<file path="config.mk">
export PLATFORM = sky130hd
export DESIGN_NAME = maj_net_sequencer_flat
export DESIGN_NICKNAME = d
export VERILOG_FILES = /design/src/rtl/maj_net_sequencer_if.sv /design/src/rtl/maj_net_sequencer.sv /design/src/flat_wrapper.sv
export SDC_FILE = /design/constraint.sdc
export NUM_CORES = 1
export LEC_CHECK = 0
export ABC_CLOCK_PERIOD_IN_PS = 35600
export CAP_MARGIN = 0
export CORE_ASPECT_RATIO = 1.25
export CORE_MARGIN = 2
export CORE_UTILIZATION = 35
export DETAILED_ROUTE_END_ITERATION = 16
export GPL_TIMING_DRIVEN = 0
export PLACE_DENSITY = 0.59
export SYNTH_ARGS = -nofsm -noshare
export SYNTH_HDL_FRONTEND = slang
export SYNTH_SLANG_ARGS = --single-unit
</file>
<file path="constraint.sdc">
create_clock -name clk -period 35.6 [get_ports clk]
set_input_delay 7.12 -clock clk [delete_from_list [all_inputs] [get_ports clk]]
set_output_delay 7.12 -clock clk [all_outputs]
set_load 0.005 [all_outputs]
</file>
<file path="src/rtl/maj_net_sequencer_if.sv">
`default_nettype none
// ============================================================================
//  Module      : maj_net_sequencer_if
//  Description : Program/control/result bundle for maj_net_sequencer.
//                master = controller side, slave = sequencer side.
//  Ports       : cfg_we/cfg_addr/cfg_data  program write
//                num_gates/start/sweep/x   run request
//                busy/done/cfg_err         status
//                out/truth_table           results
//  Revision    : 1.0  initial release
// ============================================================================
interface maj_net_sequencer_if #(
    parameter int OPW = 5,
    parameter int AW  = 4
) ();
    logic                    cfg_we;
    logic [AW-1:0]           cfg_addr;
    logic [3*(OPW+1)-1:0]    cfg_data;
    logic [AW:0]             num_gates;
    logic                    start;
    logic                    sweep;
    logic [6:0]              x;
    logic                    busy;
    logic                    done;
    logic                    cfg_err;
    logic                    out;
    logic [127:0]            truth_table;

    modport master (
        output cfg_we, cfg_addr, cfg_data, num_gates, start, sweep, x,
        input  busy, done, cfg_err, out, truth_table
    );

    modport slave (
        input  cfg_we, cfg_addr, cfg_data, num_gates, start, sweep, x,
        output busy, done, cfg_err, out, truth_table
    );
endinterface
`default_nettype wire

</file>
<file path="src/rtl/maj_net_sequencer.sv">
`default_nettype none
// ============================================================================
//  Module      : maj_net_sequencer
//  Description : Programmable evaluator for 7-input MAJ3 networks. A single
//                shared MAJ3 unit evaluates one gate per cycle. Single mode
//                returns the last gate's output for one vector; sweep mode
//                walks all 128 vectors and builds the truth table.
//  Ports       : clk, rst (async, active high)
//                bus (slave modport of maj_net_sequencer_if)
//  Revision    : 1.0  initial release
// ============================================================================
module maj_net_sequencer #(
    parameter int MAX_GATES = 16,
    parameter int OPW       = 5,
    parameter int AW        = 4
) (
    input  wire logic            clk,
    input  wire logic            rst,
    maj_net_sequencer_if.slave   bus
);

    localparam int c_fw = OPW + 1;      // one operand field: {inv, op}
    localparam int c_ew = 3 * c_fw;     // one program entry

    localparam logic [1:0] c_idle = 2'd0;
    localparam logic [1:0] c_eval = 2'd1;
    localparam logic [1:0] c_done = 2'd2;

    logic [1:0]           r_state;
    logic [c_ew-1:0]      r_prog [MAX_GATES];
    logic [MAX_GATES-1:0] r_gate;
    logic [AW-1:0]        r_k;
    logic [AW:0]          r_n;
    logic                 r_sweep;
    logic [6:0]           r_vec;
    logic                 r_busy;
    logic                 r_done;
    logic                 r_cfg_err;
    logic                 r_out;
    logic [127:0]         r_tt;

    logic [c_ew-1:0]      w_entry;
    logic [2**OPW-1:0]    w_src;
    logic                 w_a;
    logic                 w_b;
    logic                 w_c;
    logic                 w_maj;
    logic                 w_last;
    logic                 w_n_bad;

    // Operand source map: code 0 = constant 0, 1..7 = x0..x6,
    // 8+k = gate k, everything above the gate range stays 0.
    always_comb begin
        w_src                   = '0;
        w_src[7:1]              = r_vec;
        w_src[8 +: MAX_GATES]   = r_gate;
    end

    assign w_entry = r_prog[r_k];
    assign w_a     = w_src[w_entry[3*c_fw-2 -: OPW]] ^ w_entry[3*c_fw-1];
    assign w_b     = w_src[w_entry[2*c_fw-2 -: OPW]] ^ w_entry[2*c_fw-1];
    assign w_c     = w_src[w_entry[c_fw-2   -: OPW]] ^ w_entry[c_fw-1];
    assign w_maj   = (w_a & w_b) | (w_a & w_c) | (w_b & w_c);

    assign w_last  = ({1'b0, r_k} == (r_n - 1'b1));
    assign w_n_bad = (bus.num_gates == '0) ||
                     (bus.num_gates > (AW+1)'(MAX_GATES));

    // Program store. Each entry decodes its own address, so writes to
    // addresses beyond the program depth simply match nothing.
    for (genvar g = 0; g < MAX_GATES; g++) begin : g_prog
        always_ff @(posedge clk or posedge rst) begin
            if (rst) begin
                r_prog[g] <= '0;
            end else if (r_state == c_idle && bus.cfg_we &&
                         bus.cfg_addr == AW'(g)) begin
                r_prog[g] <= bus.cfg_data;
            end
        end
    end

    always_ff @(posedge clk or posedge rst) begin
        if (rst) begin
            r_state   <= c_idle;
            r_gate    <= '0;
            r_k       <= '0;
            r_n       <= '0;
            r_sweep   <= 1'b0;
            r_vec     <= '0;
            r_busy    <= 1'b0;
            r_done    <= 1'b0;
            r_cfg_err <= 1'b0;
            r_out     <= 1'b0;
            r_tt      <= '0;
        end else begin
            r_done    <= 1'b0;
            r_cfg_err <= 1'b0;
            case (r_state)
                c_idle: begin
                    if (bus.start) begin
                        if (w_n_bad) begin
                            r_cfg_err <= 1'b1;
                        end else begin
                            r_state <= c_eval;
                            r_busy  <= 1'b1;
                            r_n     <= bus.num_gates;
                            r_sweep <= bus.sweep;
                            r_vec   <= bus.sweep ? 7'd0 : bus.x;
                            r_gate  <= '0;
                            r_k     <= '0;
                            if (bus.sweep) begin
                                r_tt <= '0;
                            end
                        end
                    end
                end
                c_eval: begin
                    if (w_last) begin
                        if (r_sweep) begin
                            r_tt[r_vec] <= w_maj;
                            // Fresh gate state per vector keeps forward
                            // references reading 0 on every pass.
                            r_gate      <= '0;
                            r_k         <= '0;
                            if (r_vec == 7'd127) begin
                                r_state <= c_done;
                                r_busy  <= 1'b0;
                                r_done  <= 1'b1;
                            end else begin
                                r_vec <= r_vec + 7'd1;
                            end
                        end else begin
                            r_out   <= w_maj;
                            r_state <= c_done;
                            r_busy  <= 1'b0;
                            r_done  <= 1'b1;
                        end
                    end else begin
                        r_gate[r_k] <= w_maj;
                        r_k         <= r_k + 1'b1;
                    end
                end
                c_done: begin
                    r_state <= c_idle;
                end
                default: begin
                    r_state <= c_idle;
                end
            endcase
        end
    end

    assign bus.busy        = r_busy;
    assign bus.done        = r_done;
    assign bus.cfg_err     = r_cfg_err;
    assign bus.out         = r_out;
    assign bus.truth_table = r_tt;

endmodule
`default_nettype wire
</file>
<file path="src/flat_wrapper.sv">
// flat-port wrapper written by rule: the top's interface ports become plain ports
module maj_net_sequencer_flat 
#(
    parameter int MAX_GATES = 16,
    parameter int OPW       = 5,
    parameter int AW        = 4
)
  (clk, rst, bus_cfg_we, bus_cfg_addr, bus_cfg_data, bus_num_gates, bus_start, bus_sweep, bus_x, bus_busy, bus_done, bus_cfg_err, bus_out, bus_truth_table);
  maj_net_sequencer_if #(.OPW(OPW), .AW(AW)) bus_i ();
  input  wire logic clk;
  input  wire logic rst;
  input wire logic [$bits(bus_i.cfg_we)-1:0] bus_cfg_we;
  input wire logic [$bits(bus_i.cfg_addr)-1:0] bus_cfg_addr;
  input wire logic [$bits(bus_i.cfg_data)-1:0] bus_cfg_data;
  input wire logic [$bits(bus_i.num_gates)-1:0] bus_num_gates;
  input wire logic [$bits(bus_i.start)-1:0] bus_start;
  input wire logic [$bits(bus_i.sweep)-1:0] bus_sweep;
  input wire logic [$bits(bus_i.x)-1:0] bus_x;
  output wire logic [$bits(bus_i.busy)-1:0] bus_busy;
  output wire logic [$bits(bus_i.done)-1:0] bus_done;
  output wire logic [$bits(bus_i.cfg_err)-1:0] bus_cfg_err;
  output wire logic [$bits(bus_i.out)-1:0] bus_out;
  output wire logic [$bits(bus_i.truth_table)-1:0] bus_truth_table;
  assign bus_i.cfg_we = bus_cfg_we;
  assign bus_i.cfg_addr = bus_cfg_addr;
  assign bus_i.cfg_data = bus_cfg_data;
  assign bus_i.num_gates = bus_num_gates;
  assign bus_i.start = bus_start;
  assign bus_i.sweep = bus_sweep;
  assign bus_i.x = bus_x;
  assign bus_busy = bus_i.busy;
  assign bus_done = bus_i.done;
  assign bus_cfg_err = bus_i.cfg_err;
  assign bus_out = bus_i.out;
  assign bus_truth_table = bus_i.truth_table;
  maj_net_sequencer #(.MAX_GATES(MAX_GATES), .OPW(OPW), .AW(AW)) u_core (.clk(clk), .rst(rst), .bus(bus_i));
endmodule
</file>
==> impl_metrics.yaml <==
yosys:
  synth.distinct_cells: 77
  synth-main-ff-cell: "dfrtp_1"
  async_flop_share_pct: 100
  ys_seq_area_share_pct: 49.4
  synth_edf_count: 0
  synth_simple_gate_area_share_pct: 7.17
  syn-num-nets: 2000
  yosysTopAreaCell: "dfrtp_1"
  ys_ff_latch: 455
  mappedNetlistArea_um2: 23100
  synth_top_family_by_area: "multiplexers"
  ys_warn_count: 0
  yosys-top-cells-area: "dfrtp_1 49%, mux2_2 15%, mux4_2 7.0%"
  synth-compound-area-share_pct: 14.1
  synth_top_cell_area_share_pct: 49.4
  syn_inst: 1955
  synth_xor_area_share_pct: 0.412
  syn_area_per_cell_um2: 11.8
  synth_fa_ha_area_share_pct: 0.369
  synthMuxAreaShare_pct: 24.1
power:
  power_frac_comb_pct: 3.3
  p_int_w: 0.000819
  power.density_nw_per_um2: 38.6
  netSwitchingPower_w: 0.000244
  power_frac_clock_pct: 48.0
  swShare_pct: 22.9
  p_seq_share_pct: 48.7
  total_leakage_power_nw: 11.8
  p_total_w: 0.00106
  peakVddDrop_v: 0.0000310
flow_run:
  cap_violations: 0
placed_design:
  finalWeightedCongestion: 0.921
  io_buffers: 168
  dp_hpwl_um: 51300
drt:
  wl_per_cell_um: 23.9
  via_per_inst: 5.67
  dr.pass1.iters: 5
  num_vias: 17400
  initialDrtViolationCount: 1324
  wl_um: 73200
  drc_errors: 0
  drtAntennaViolNets: 0
timing:
  finClkSkew_ps: 38.9
  fin_crit_ps: 9900
  setup_tns_ps: 0
  relSlewSlack_pct: 7.84
  worst_pin_slew_ps: 1380
  period_share_pct: 27.8
  setup_viol: 0
  slew_violations: 0
  hold_violations: 0
  rsz0062_at_grt: "no"
  fmax_mhz: 101
setup_path:
  worst-path-buf-inv: 3
  timing.critical_path.required_ps: 36060
  cp-startpoint: "bus_cfg_we"
  cp-end-kind: "flip-flop"
  criticalPathCategory: "in2reg"
  cp_slowest_cell: "nor2_1"
  reg2regPathDepth: 17
  startpoint_type: "input pin"
  cp_cell_sequence: "clkdlybuf4s50_1 > nand2_1 > or3_1 > clkbuf_1 > nor2_1 > clkbuf_1 > mux2_2"
  r2r_end: "u_core.bus.truth_table[32]$_DFFE_PP0P_"
  r2r_slack_ps: 30460
  cpMostUsedCell: "clkbuf_1"
  slowest_delay_ps: 1060
  crit_arrival_ps: 10370
  rr_startpoint: "u_core.r_k[1]$_DFFE_PP0P_"
  cp_max_fo: 10
  cpLargestDelayFamily: "simple AND/OR/NAND/NOR gates"
cells_and_area:
  layout.area.seq_um2: 11400
  nets: 2221
  area_growth_pct: 19.3
  layout_common_cells: "455 x dfrtp_1, 309 x mux2_2, 179 x nand2_1"
  diodes: 0
  drive_above_1_share_pct: 28.2
  final_common_cell: "dfrtp_1"
  fill_cells: 6092
  multiInputGateArea_um2: 10700
global_route:
  grt_pass1_wl_um: 110000
  grt_pass1_vias: 17600
  grt_max_degree: 133
  grt.total_usage_pct: 21.3
  grt_overflow: 0
  antenna_found_initial: 0
floorplan:
  die_w_um: 234
  io_pins: 171
  die_y_um: 291
  core_um2: 65400
  fp.dieArea_um2: 68000
  num_rows: 105
  start_util_pct: 35.3
min_path:
  hold_class: "reg2reg"
  hold_path_end: "u_core.r_prog[245]$_DFFE_PP0P_"
  hold-path-cell-count: 1
  hold_path_startpoint: "u_core.r_prog[245]$_DFFE_PP0P_"
cts:
  clkSlewWorstSetupHoldPaths_ps: 60
  clockRootBuffer: "clkbuf_16"
  numCtsBuffers: 46
  cts_max_path_buffers: 3
  cts_tree: "built"
  postCtsResizedCells: 0
  h-tree-depth: 2
  clock_latency_ps: 610
  hold_buffers: 0
  cts.sinks: 455
  cts_setup_buffers: 0
outcome:
  outcome: "complete, no violations"
[synth_stat cells, types with 10 or more instances]
master and count:
o21ai_2 100, nand3_1 40, o21ai_0 142, and3_1 11
nand2b_1 13, mux2_2 309, o21ai_1 22, clkbuf_1 123
a21oi_1 142, o31ai_1 15, nand2_1 179, inv_1 23
buf_12 12, nor3_1 16, buf_6 10, buf_2 12
mux2i_1 39, mux4_2 72, a22o_1 14, dfrtp_1 455
nor2_1 59
[how the worst max path moves through the flow]
stage | cells after the start | endpoint | slack, ps
after floorplan | 1 | u_core.bus.busy$_DFFE_PP0P_ | 15800
after global placement | 2 | u_core.bus.truth_table[28]$_DFFE_PP0P_ | 10840
after detailed placement | 7 | u_core.r_prog[62]$_DFFE_PP0P_ | 25080
final | 7 | u_core.r_prog[58]$_DFFE_PP0P_ | 25700
after CTS | 7 | u_core.r_prog[58]$_DFFE_PP0P_ | 25680
after global routing | 12 | u_core.bus.truth_table[9]$_DFFE_PP0P_ | 25440
[flip-flops by register name (all words and copies together) (netlist names), 2 cells and up]
register                cells
u_core.r_vec                7
u_core.r_gate              16
u_core.r_prog             288
u_core.bus.truth_table    128
u_core.r_k                  4
u_core.r_n                  5
u_core.r_state              2
[power groups by stage]
stage               Clock, W  Combinational (W)  Sequential [W]
finish              0.000510          0.0000354        0.000518
global route        0.000541          0.0000386        0.000517
CTS                 0.000520          0.0000357        0.000518
detailed placement         0          0.0000356        0.000527
global placement           0          0.0000334        0.000528
floorplan                  0          0.0000174        0.000528
[cell type report]
type	instances	area share, %
Clock inverter	16	0.991
Sequential cell	455	41.4
Clock buffer	62	4.73
Tap cell	856	3.89
Multi-Input combinational cell	1308	38.7
Inverter	25	0.368
Timing Repair Buffer	173	6.49
Buffer	167	3.42
[per-stage QoR]
step	instance area (um2)	instances	setup slack [ps]	hold slack, ps	utilization [%]
6_report	27500	3062	25700	499	42.1
5_1_grt	27500	3062	25440	506	42.1
4_1_cts	27500	3062	25680	501	42.1
3_5_place_dp	25900	2984	25080	487	39.7
3_3_place_gp	25800	2979	10840	480	39.5
2_1_floorplan	23100	1955	15800	471	-
[kinds of logic after synthesis]
group	count (synthesis)
and+or+nand+nor	363
adders and majority gates	7
buffers and inverters	192
AOI/OAI and AO/OA	504
xor gates and xnor gates	10
muxes	424
DFF	455
[metal layers]
layer | global-route usage (%) | part of all wire [%]
met1 | 26.6 | 40
met2 | 37.1 | 50
met3 | 2.92 | 6.0
met4 | 8.31 | 3.8
met5 | 0 | 0
Note: power is estimated with default switching activity, not from simulation.
